### config.mk
export PLATFORM = sky130hd
export DESIGN_NAME = conv33_ctrl
export DESIGN_NICKNAME = d
export VERILOG_FILES = /design/src/rtl/conv33_ctrl.sv
export SDC_FILE = /design/constraint.sdc
export NUM_CORES = 1
export LEC_CHECK = 0
export CAP_MARGIN = 0
export CORE_ASPECT_RATIO = 2
export CORE_MARGIN = 8
export CORE_UTILIZATION = 56
export CTS_CLUSTER_SIZE = 20
export DETAILED_ROUTE_END_ITERATION = 12
export PLACE_DENSITY = 0.9
export SLEW_MARGIN = 5
export SYNTH_ARGS = -nofsm -noshare
export SYNTH_HDL_FRONTEND = slang
export SYNTH_SLANG_ARGS = --single-unit
### constraint.sdc
create_clock -name clk -period 19.65 [get_ports clk]
set_clock_uncertainty 0.05 [all_clocks]
set_input_delay 2.9475 -clock clk [delete_from_list [all_inputs] [get_ports clk]]
set_output_delay 2.9475 -clock clk [all_outputs]
set_load 0.01 [all_outputs]
### src/rtl/conv33_ctrl.sv
// Sequencer for the 3x3 convolution datapath: weight/bias load, raster pixel streaming,
// line-buffered window build, output write strobes. Optional stall input via CONV33_CTRL_STALL_EN.
module conv33_ctrl #(
    parameter int DATA_WIDTH = 8,
    parameter int BIAS_WIDTH = 16,
    parameter int IMG_W      = 28,
    parameter int IMG_H      = 28,
    parameter int PADDR_W    = 10,
    parameter int OADDR_W    = 10
) (
    input  logic                    clk,
    input  logic                    rst,
    input  logic                    start,
`ifdef CONV33_CTRL_STALL_EN
    input  logic                    stall,
`endif
    output logic                    busy,
    output logic                    done,
    output logic                    w_rd_en,
    output logic [3:0]              w_rd_addr,
    input  logic [BIAS_WIDTH-1:0]   w_rd_data,
    output logic                    pix_rd_en,
    output logic [PADDR_W-1:0]      pix_rd_addr,
    input  logic [DATA_WIDTH-1:0]   pix_rd_data,
    output logic [9*DATA_WIDTH-1:0] win_bus,
    output logic [9*DATA_WIDTH-1:0] weight_bus,
    output logic [BIAS_WIDTH-1:0]   bias,
    output logic                    conv33_en,
    output logic                    out_wr_en,
    output logic [OADDR_W-1:0]      out_wr_addr
);

    localparam int NPIX = IMG_W * IMG_H;
    localparam int CW   = $clog2(IMG_W);
    localparam int RW   = $clog2(IMG_H);

    typedef enum logic [2:0] {
        S_IDLE, S_LOAD, S_LOAD_WAIT, S_STREAM, S_DRAIN, S_DONE
    } state_t;

    state_t                  state_q, state_d;
    logic [3:0]              load_cnt_q;
    logic                    drain_cnt_q;
    logic [PADDR_W-1:0]      addr_q;
    logic [RW-1:0]           r_q;
    logic [CW-1:0]           c_q;
    logic                    ld_vld_q;
    logic [3:0]              ld_idx_q;
    logic [DATA_WIDTH-1:0]   weight_q [0:8];
    logic [BIAS_WIDTH-1:0]   bias_q;
    logic                    rd_vld_q, rd_ok_q;
    logic [DATA_WIDTH-1:0]   win_q    [0:8];
    logic [DATA_WIDTH-1:0]   win_live [0:8];
    logic [DATA_WIDTH-1:0]   lb0_q    [0:IMG_W-1];
    logic [DATA_WIDTH-1:0]   lb1_q    [0:IMG_W-1];
    logic [OADDR_W-1:0]      oaddr_q, out_wr_addr_q;
    logic                    out_wr_en_q;
    logic                    stall_w, issue, last_pix, conv_en;

`ifdef CONV33_CTRL_STALL_EN
    assign stall_w = stall;
`else
    assign stall_w = 1'b0;
`endif

    assign issue    = (state_q == S_STREAM) && !stall_w;
    assign last_pix = (addr_q == PADDR_W'(NPIX - 1));
    assign conv_en  = rd_vld_q && rd_ok_q;

    always_ff @(posedge clk) begin
        if (rst) state_q <= S_IDLE;
        else     state_q <= state_d;
    end

    always_comb begin
        state_d = state_q;
        case (state_q)
            S_IDLE:      if (start) state_d = S_LOAD;
            S_LOAD:      if (load_cnt_q == 4'd9) state_d = S_LOAD_WAIT;
            S_LOAD_WAIT: state_d = S_STREAM;
            S_STREAM:    if (issue && last_pix) state_d = S_DRAIN;
            S_DRAIN:     if (drain_cnt_q) state_d = S_DONE;
            S_DONE:      state_d = S_IDLE;
            default:     state_d = S_IDLE;
        endcase
    end

    always_comb begin
        busy        = (state_q != S_IDLE);
        done        = (state_q == S_DONE);
        w_rd_en     = (state_q == S_LOAD);
        w_rd_addr   = (state_q == S_LOAD) ? load_cnt_q : 4'd0;
        pix_rd_en   = issue;
        pix_rd_addr = (state_q == S_STREAM) ? addr_q : '0;
        conv33_en   = conv_en;
        out_wr_en   = out_wr_en_q;
        out_wr_addr = out_wr_addr_q;
        bias        = bias_q;
        for (int k = 0; k < 9; k++) begin
            weight_bus[k*DATA_WIDTH +: DATA_WIDTH] = weight_q[k];
            win_bus[k*DATA_WIDTH +: DATA_WIDTH]    = rd_vld_q ? win_live[k] : win_q[k];
        end
    end

    // Sequencing counters; the raster position restarts every frame.
    always_ff @(posedge clk) begin
        if (rst) begin
            load_cnt_q  <= 4'd0;
            drain_cnt_q <= 1'b0;
            addr_q      <= '0;
            r_q         <= '0;
            c_q         <= '0;
        end else begin
            load_cnt_q  <= (state_q == S_LOAD) ? load_cnt_q + 4'd1 : 4'd0;
            drain_cnt_q <= (state_q == S_DRAIN) ? ~drain_cnt_q : 1'b0;
            if (state_q != S_STREAM) begin
                addr_q <= '0;
                r_q    <= '0;
                c_q    <= '0;
            end else if (issue) begin
                addr_q <= addr_q + PADDR_W'(1);
                if (c_q == CW'(IMG_W - 1)) begin
                    c_q <= '0;
                    r_q <= r_q + RW'(1);
                end else begin
                    c_q <= c_q + CW'(1);
                end
            end
        end
    end

    // Weight RAM returns one cycle after the read; bias is the last word (address 9).
    always_ff @(posedge clk) begin
        if (rst) begin
            ld_vld_q <= 1'b0;
            ld_idx_q <= 4'd0;
            bias_q   <= '0;
            for (int k = 0; k < 9; k++) weight_q[k] <= '0;
        end else begin
            ld_vld_q <= w_rd_en;
            ld_idx_q <= w_rd_addr;
            if (ld_vld_q) begin
                if (ld_idx_q == 4'd9) bias_q <= w_rd_data;
                for (int k = 0; k < 9; k++)
                    if (ld_idx_q == 4'(k)) weight_q[k] <= w_rd_data[DATA_WIDTH-1:0];
            end
        end
    end

    // Window seen in the return cycle: two stored columns plus the column arriving now.
    always_comb begin
        for (int row = 0; row < 3; row++) begin
            win_live[row*3+0] = win_q[row*3+1];
            win_live[row*3+1] = win_q[row*3+2];
        end
        win_live[2] = lb1_q[IMG_W-1];
        win_live[5] = lb0_q[IMG_W-1];
        win_live[8] = pix_rd_data;
    end

    always_ff @(posedge clk) begin
        if (rst) begin
            for (int k = 0; k < 9; k++) win_q[k] <= '0;
        end else if (rd_vld_q) begin
            for (int k = 0; k < 9; k++) win_q[k] <= win_live[k];
        end
    end

    always_ff @(posedge clk) begin
        if (rd_vld_q) begin
            lb0_q[0] <= pix_rd_data;
            lb1_q[0] <= lb0_q[IMG_W-1];
            for (int i = 1; i < IMG_W; i++) begin
                lb0_q[i] <= lb0_q[i-1];
                lb1_q[i] <= lb1_q[i-1];
            end
        end
    end

    // Return-cycle tag, then one more stage to line up with the datapath's registered result.
    always_ff @(posedge clk) begin
        if (rst) begin
            rd_vld_q      <= 1'b0;
            rd_ok_q       <= 1'b0;
            out_wr_en_q   <= 1'b0;
            out_wr_addr_q <= '0;
            oaddr_q       <= '0;
        end else begin
            rd_vld_q    <= issue;
            rd_ok_q     <= (r_q >= RW'(2)) && (c_q >= CW'(2));
            out_wr_en_q <= conv_en;
            if (conv_en) out_wr_addr_q <= oaddr_q;
            if (state_q == S_LOAD)  oaddr_q <= '0;
            else if (conv_en)       oaddr_q <= oaddr_q + OADDR_W'(1);
        end
    end

endmodule

==> impl_metrics.yaml <==
run_status:
  outcome: "finished clean"
timing:
  worst_hold_slack_ps: 360
  drv_slew: 0
  setup_viol: 0
  setup_slack_ps: 12390
  max_freq_mhz: 138
  finalHoldViolations: 0
  period_minus_slack_ps: 7260
  maxSlewHeadroom_pct: 22.0
  period_share_pct: 36.9
  rsz0062_at_grt: "no"
  tns_ps: 0
  max_slew.worst_pin.slew_ps: 1170
worst_hold_path:
  min_path_type: "register to register"
die:
  rows: 103
  io_pins: 217
  core_area_mm2: 0.0393
  die_w_um: 157
  die_h_um: 297
  die_area_mm2: 0.0466
  start_util_pct: 56.4
yosys:
  synth.top_cells.by_area: "edfxtp_1 (80%), dfxtp_1 (6.5%), mux2_2 (2.6%), and2_1 (2.1%), nand2_1 (1.6%)"
  synth.distinct_cells: 44
  synth_top_family_by_area: "simple AND/OR/NAND/NOR gates"
  synthesis.area_mm2: 0.0222
  synth-seq-area-share_pct: 86.7
  synthArstFlopShare_pct: 0
  muxShareOfSynthArea_pct: 2.59
  ys_ff_latch: 664
  ys.flop_type: "edfxtp_1"
  synth-simple-area-share_pct: 6.34
  syn_nets: 1198
  synth_compound_area_share_pct: 1.68
  synth_xor_area_share_pct: 0.909
  synth_cells: 1163
  ys.warnings.count: 0
  avgSynthCellArea_um2: 19.1
  synth_edf_count: 592
  synth_top_cell_area_share_pct: 80.2
  yosysTopAreaCell: "edfxtp_1"
  synth_fa_ha_area_share_pct: 0.452
setup_path:
  critPathLaunchType: "input port"
  critPathMaxFanout: 2
  crit_arrival_ps: 4260
  endpoint_kind: "primary output"
  cp.required_ps: 16650
  critical_path_class: "input port to primary output"
finish:
  antenna_cells: 0
  areaGrowthSynthToFinish_pct: 20.7
  finalInstanceArea_mm2: 0.0267
  drive_gt1_share_pct: 10.6
  nets: 1439
  fill_cells: 2354
routing:
  remaining_drc_errors: 0
  wl_met3_um: 2240
  firstDrtPassIters: 4
  vias: 10500
  met1_length_um: 15500
  drt_iter0_drc: 707
  wirelength_um: 42200
  routedWlPerCell_um: 21.4
  routed_via_density: 5.32
  ant_nets: 0
  top_layer: "met4"
  wl_met2_um: 23000
clocking:
  post_cts_resized: 0
  cts.sinks: 664
  clockBufferDepth: 3
  cts_hold_buf: 0
  cts_buffers: 51
  clk_pin_slew_ps: 70
  postCtsSetupBuffers: 0
  cts_root_buf: "clkbuf_16"
  worstSkewPairLatency_ps: 600
  htreeDepth: 2
  cts_tree: "built"
power:
  vdd_drop_max_uv: 97.8
  p_leak_nw: 8.75
  power.total_mw: 2.75
  powerDensity_mw_per_mm2: 103
placed_design:
  gp_congestion: 0.802
  dp_hpwl_um: 24800
  placed_area_mm2: 0.0249
  port_buffers: 216
  place_ws_ps: 12380
grt:
  antenna_found_initial: 0
  overflow: 0
  grt_pass1_vias: 10900
  grt_max_degree: 167
  track_usage_pct: 18.2
  grt_pass1_wl_um: 64100
run:
  cap_violations: 0
layout make-up:
class / count / area [um^2] / share of cell area (%)
flip-flops and latches: 664 / 19200 / 71.9
multi-input cells: 432 / 2660 / 9.96
repair buffers: 224 / 2230 / 8.34
clock buffers: 65 / 1430 / 5.36
well taps: 525 / 657 / 2.46
clock inverters: 30 / 419 / 1.57
inverters: 31 / 116 / 0.435
where the power goes:
group	switching (mW)	leakage, nW	internal [mW]
registers	0.00901	5.93	1.54
logic	0.0407	1.92	0.0385
clock network	0.493	0.893	0.631
metrics by stage:
stage,util [%],cells
global route,68.0,1971
finish,68.0,1971
detailed placement,63.3,1876
floorplan,-,1163
CTS,68.0,1971
global placement,63.3,1876
cells in the mapped netlist (all sizes together), types with 2 or more instances:
master and number:
o21ai 29, and4b 3, mux2 51, xnor2 6
or3 5, nor2 58, nand3 15, or2 2
clkbuf 16, a21oi 30, and4 3, a21o 2
xor2 17, nand4 6, nor3b 4, buf 20
a211oi 2, and3 8, ha 8, and2 73
edfxtp 592, inv 30, nand2 95, nand3b 2
nor2b 3, dfxtp 72
path summary, 6_finish.rpt:
kind	slack (ps)	end	start	cells past startpoint
setup / recovery	12390	win_bus[66]	pix_rd_data[2]	4
hold / removal	360	lb1_q[1][87]	lb1_q[1][79]	0
setup reg to reg	15760	win_q[7][7]	rd_vld_q	3
hold reg to reg	360	lb1_q[1][87]	lb1_q[1][79]	0
layout by cell type (no fill, tap or decap), types with 3 or more instances in the layout:
master,Yosys,layout
clkinvlp_4,0,4
clkbuf_1,15,7
mux2_2,51,51
nand2_1,95,95
and4b_1,3,3
nand3_1,14,14
inv_4,0,3
xnor2_1,6,6
and4_1,3,3
clkbuf_8,0,4
nor2_1,58,58
clkinv_1,1,5
o21ai_0,29,29
xor2_1,17,17
and2_1,73,73
clkbuf_16,0,54
a21oi_1,29,29
clkinv_2,0,4
clkdlybuf4s50_1,0,215
dfxtp_1,72,71
ha_1,8,8
buf_4,3,7
nand4_1,6,6
and3_1,8,8
inv_1,29,29
bufinv_16,0,8
edfxtp_1,592,592
or3_1,5,5
nor3b_1,4,4
state kept, by name, summed over array words and instances, names as in the netlist, 5 cells and up:
name,flops
bias,16
win_q,72
lb1_q,224
r_q,5
weight_q,72
out_wr_addr,10
c_q,5
addr_q,10
lb0_q,224
oaddr_q,10
worst max-delay path: stages:
cell             delay, ps
clkdlybuf4s50_1        480
nand2_1                 70
o21ai_0                150
clkdlybuf4s50_1        610
per-layer routing:
layer | global-route usage [%] | vias to the layer above
li1 | - | 4778
met1 | 20.5 | 5252
met2 | 33.1 | 375
met3 | 3.17 | 83
met4 | 7.36 | 0
met5 | 0 | -
cell families (layout without fill, tap and decap cells):
family,Yosys count,in the layout
flip-flops,664,664
AND/OR/NAND/NOR,282,282
AO/OA/AOI/OAI,68,68
buffers and inverters,67,350
multiplexers,51,51
XOR/XNOR,23,23
adder cells (fa/ha/maj),8,8
No activity file was read; power rests on OpenSTA's default activity.
==> edit 1, RTL diff (same settings) <==
Register the output `win_bus`; this adds one clock of latency there. The other outputs are not delayed to match.
--- a/src/rtl/conv33_ctrl.sv
+++ b/src/rtl/conv33_ctrl.sv
@@ -38,6 +38,8 @@
         S_IDLE, S_LOAD, S_LOAD_WAIT, S_STREAM, S_DRAIN, S_DONE
     } state_t;
 
+    logic [9*DATA_WIDTH-1:0] win_bus_d;
+
     state_t                  state_q, state_d;
     logic [3:0]              load_cnt_q;
     logic                    drain_cnt_q;
@@ -98,7 +100,7 @@
         bias        = bias_q;
         for (int k = 0; k < 9; k++) begin
             weight_bus[k*DATA_WIDTH +: DATA_WIDTH] = weight_q[k];
-            win_bus[k*DATA_WIDTH +: DATA_WIDTH]    = rd_vld_q ? win_live[k] : win_q[k];
+            win_bus_d[k*DATA_WIDTH +: DATA_WIDTH]    = rd_vld_q ? win_live[k] : win_q[k];
         end
     end
 
@@ -195,5 +197,9 @@
         end
     end
 
+    always_ff @(posedge clk) begin
+        win_bus <= win_bus_d;
+    end
+
 endmodule
 
Formal check against the unedited RTL: same outputs for any inputs over 4 cycles, from zero or initial values and one cycle with rst high; that may be too few to reach the edited logic, so the function may still have changed.
==> edit 1 against the original RTL <==
Sequential cell count rose by 72. Design area rose by 5.9%. Routed wire length rose by 15%. Worst setup slack improved by 1300 ps. Via count rose by 7.2%. Critical endpoint is now conv33_en. Combinational power rose by 42%. Power rose by 11%. Area after synthesis rose by 6.7%.
==> edit 1: results (changes against the original RTL) <==
Run status
  • Outcome: finished, final reports clean

Logic synthesis
  • Synth Net Count: 1263 (+5.4%)
  • Post-Synth Adder-Cell Area: 0.4234% (-0.028 points)
  • Sequential fraction of the synthesis area: 87.40% (+0.67 points)
  • Post-synth top cells: 592 x edfxtp_1, 144 x dfxtp_1, 88 x nand2_1
  • Largest cells by area after synthesis: edfxtp_1 75%, dfxtp_1 12%, mux2_2 2.4%
  • Netlist cell types: 53 (+20%)
  • Yosys reg bits: 736 (+11%)
  • Syn avg cell area: 19.25 um^2 (+1.0%)
  • Compound-cell area share of the yosys netlist: 1.699% (+0.016 points)
  • Post-synth EDFFs: 592 (unchanged)
  • Synth Area in XOR/XNOR: 0.8892% (-0.020 points)
  • Mux contribution to synthesized area: 2.472% (-0.12 points)

GRT
  • First-pass GRT wire length: 73330 um (+14%)
  • Global Route Usage Sum: 19.51% (+1.3 points)
  • M1 GR Usage: 21.69% (+1.2 points)
  • GR Util met2: 36.35% (+3.3 points)
  • Vias in the first global route: 11724 (+7.4%)
  • Largest net degree at the start of global routing: 217 (+30%)
  • M3 GR Usage: 2.904% (-0.27 points)

Place
  • Area after DPL: 26370 um^2 (+5.9%)
  • Pre-CTS setup slack: 14200 ps (+1815 ps)
  • Placed Cells: 1952 (+4.1%)
  • Dpl hpwl: 27320 um (+10%)
  • GPL Wtd Cong: 0.7973 (-0.62%)
  • IO Port Bufs: 216 (unchanged)

Drt
  • Routed vias/inst: 5.466 (+2.7%)
  • First-pass detailed-route iteration total: 6 (+2)
  • Met1 wire length: 17030 um (+9.8%)
  • Met3 wire length: 2637 um (+18%)
  • DRT Wirelength: 48620 um (+15%)
  • Iter 0 DRT Violations: 942 (+33%)
  • WL met2: 26980 um (+18%)

Worst setup path
  • Crit path DAT: 2990 ps (-1270 ps)
  • Crit path to: conv33_en
  • Reg2reg path depth: 4 (+1)
  • Reg2reg end: win_q[2][6]$_SDFFCE_PN0P_
  • Worst path slowest cell: dfxtp_4
  • WS Path Type: flop to primary output
  • Flop2flop setup slack: 16360 ps (+600 ps)
  • Largest fanout on the critical path: 60 (+58)

Min path
  • Hold_sp: lb1_q[1][48]$_DFFE_PP_
  • Hold path endpoint: lb1_q[1][56]$_DFFE_PP_

Timing
  • Final worst-path cycle share: 30.48% (-6.5 points)
  • Hold_ws: 341.5 ps (-18.74 ps)
  • Worst slew pin tran: 1096 ps (-71.66 ps)

Clock network
  • Worst skew pair latency: 600 ps (about the same)
  • Total CTS buffers: 55 (+7.8%)

Pwr
  • Static leakage: 9.375 nW (+7.2%)
  • Maximum VDD drop: 85.06 uV (-13%)

Finish
  • Share of layout cells above drive strength 1: 10.42% (-0.16 points)
  • Final cell count without fillers: 2056 (+4.3%)
  • Nets: 1504 (+4.5%)
## edit 1: changes by cell type in the layout (fill, tap and decap cells not counted), moves of 4 or more
| cell | delta |
|---|---|
| dfxtp_1 | +72 |
| nand2_1 | -7 |
| nand3_1 | -6 |
| o21ai_0 | -6 |
| buf_4 | -5 |
| and2_1 | +4 |
| and3_1 | -4 |
| clkbuf_1 | +4 |
| nand2b_1 | +4 |
## edit 1: worst register-to-register path, cell delays in order, from the launching register on
cell     delay [ps]
dfxtp_4         840
buf_12          810
buf_12          910
nand2_1         390
nor2_1          170
## edit 1: power breakdown
| part | switching, mW | internal [mW] |
|---|---|---|
| Sequential | 0.0233 | 1.72 |
| Combinational | 0.0616 | 0.0514 |
| Clock | 0.544 | 0.660 |
## edit 1: area by class of cell
type,instances,area (um^2)
sequential,736,20660
fill,2415,13470
multi-input combinational,427,2706
timing repair buffer,220,2212
clock buffer,70,1473
tap,540,675.6
clock inverter,34,470.5
inverter,29,108.9
==> edit 2, RTL diff (config.mk and constraints unchanged) <==
Without the edit above. Build with the macro `CONV33_CTRL_STALL_EN` defined.
--- a/src/rtl/conv33_ctrl.sv
+++ b/src/rtl/conv33_ctrl.sv
@@ -1,5 +1,7 @@
 // Sequencer for the 3x3 convolution datapath: weight/bias load, raster pixel streaming,
 // line-buffered window build, output write strobes. Optional stall input via CONV33_CTRL_STALL_EN.
+`define CONV33_CTRL_STALL_EN
+
 module conv33_ctrl #(
     parameter int DATA_WIDTH = 8,
     parameter int BIAS_WIDTH = 16,
Interface: changed (added stall); port bits go from 217 to 218. The function was not compared with the original's and may differ.
==> edit 2 against the original RTL <==
Routed wire length is 0.72% lower. Largest cell class unchanged. Power down 3.6%. Design area is 0.63% lower. Count of clock-buffer cells in the layout grew 4. Worst setup slack lost 420 ps. Sequential cell count did not move. Area after synthesis grew 0.36%. Hold slack worse by 15 ps.
==> edit 2: results (changes against the original RTL) <==
Worst setup path
  • CP Launch Point: stall
  • Largest fanout on the critical path: 9 (+7)
  • Reg2reg end: lb0_q[1][59]$_DFFE_PP_
  • Flop2flop setup slack: 15700 ps (-60 ps)

Min path
  • Hold path endpoint: lb0_q[0][108]$_DFFE_PP_
  • Hold_sp: lb0_q[0][100]$_DFFE_PP_

Run status
  • Outcome: finished, final reports clean

Timing
  • Slew HR: 22.98% (+1.0 points)

GRT
  • Largest net degree at the start of global routing: 178 (+6.6%)
  • Global Route Usage Sum: 17.70% (-0.48 points)

Logic synthesis
  • Post-synth top cells: 592 x edfxtp_1, 93 x nand2_1, 75 x and2_1
  • Largest cells by area after synthesis: edfxtp_1 80%, dfxtp_1 6.5%, mux2_2 2.6%
  • Netlist cell types: 45 (+2.3%)
  • Compound-cell area share of the yosys netlist: 1.964% (+0.28 points)
  • Sequential fraction of the synthesis area: 86.42% (-0.31 points)
  • Post-Synth Adder-Cell Area: 0.4501% (-0.0016 points)
  • Syn avg cell area: 18.99 um^2 (-0.33%)
  • Synth Net Count: 1207 (+0.75%)
  • Synth Area in XOR/XNOR: 0.8271% (-0.082 points)
  • Mux contribution to synthesized area: 2.717% (+0.13 points)

Finish
  • Final cell count without fillers: 1974 (+0.15%)
  • Fillers: 2323 (-1.3%)
  • Nets: 1447 (+0.56%)
  • Share of layout cells above drive strength 1: 9.317% (-1.3 points)

Place
  • IO Port Bufs: 217 (+0.46%)
  • Placed Cells: 1884 (+0.43%)
  • GPL Wtd Cong: 0.8112 (+1.1%)
  • Dpl hpwl: 24640 um (-0.56%)
  • Area after DPL: 24980 um^2 (+0.38%)

Pwr
  • Maximum VDD drop: 87.55 uV (-10%)
  • Static leakage: 8.781 nW (+0.41%)

Drt
  • Via Count: 10638 (+1.4%)
  • Wire per inst: 21.23 um (-0.87%)
  • Iter 0 DRT Violations: 676 (-4.4%)

Floorplanning
  • Initial core utilization: 56.58% (+0.20 points)

Clock network
  • Total CTS buffers: 50 (-2.0%)
==> edit 2: per-layer routing <==
metal | GRT usage (%) | part of all wire (%) | vias to the layer above
li1 | - | - | 4804
met1 | 20.07 | 38 | 5339
met2 | 31.87 | 52 | 424
met3 | 3.365 | 6.6 | 71
met4 | 7.291 | 3.3 | 0
met5 | 0 | 0 | -
==> edit 2: worst max-delay path by stage <==
stage                              to  slack [ps]  cells after the start
final                       pix_rd_en       11980                      3
after global routing        pix_rd_en       11890                      3
after CTS                   pix_rd_en       12000                      3
after detailed placement    pix_rd_en       12010                      3
after global placement      pix_rd_en       12060                      3
after floorplan           win_bus[10]        5130                      4
==> edit 2: layout make-up <==
cell class | instances | area share (%)
clock inverters | 21 | 0.8476
flip-flops and latches | 664 | 72.34
inverters | 30 | 0.4238
clock buffers | 69 | 5.133
well taps | 525 | 2.472
repair buffers | 223 | 8.372
multi-input cells | 442 | 10.41
==> edit 2: power breakdown <==
group          internal, mW  switching [mW]
clock                 0.531           0.461
sequential             1.55          0.0138
combinational        0.0421          0.0483
total                  2.13           0.523
==> edit 2: worst max-delay path, delay by kind of cell <==
kind          cells  cell delay, ps
buf+inv           2            1140
simple gates      1             580
==> edit 2: logic make-up (layout without fill, tap and decap cells) <==
kind of cell	Yosys count	in the layout
compound gates	78	78
xor+xnor	21	21
fa+ha+maj	8	8
buf+inv	65	343
flops	664	664
mux	54	54
simple gates	281	281
==> edit 2: metrics by stage <==
stage	power, mW	utilization (%)	setup WS (ps)	hold slack [ps]
floorplan	1.639	-	5126	346.6
global placement	1.684	63.56	12060	353.9
detailed placement	1.688	63.56	12010	354.5
CTS	2.674	67.60	12000	338.6
global route	2.728	67.60	11890	342.7
finish	2.649	67.60	11980	345.3
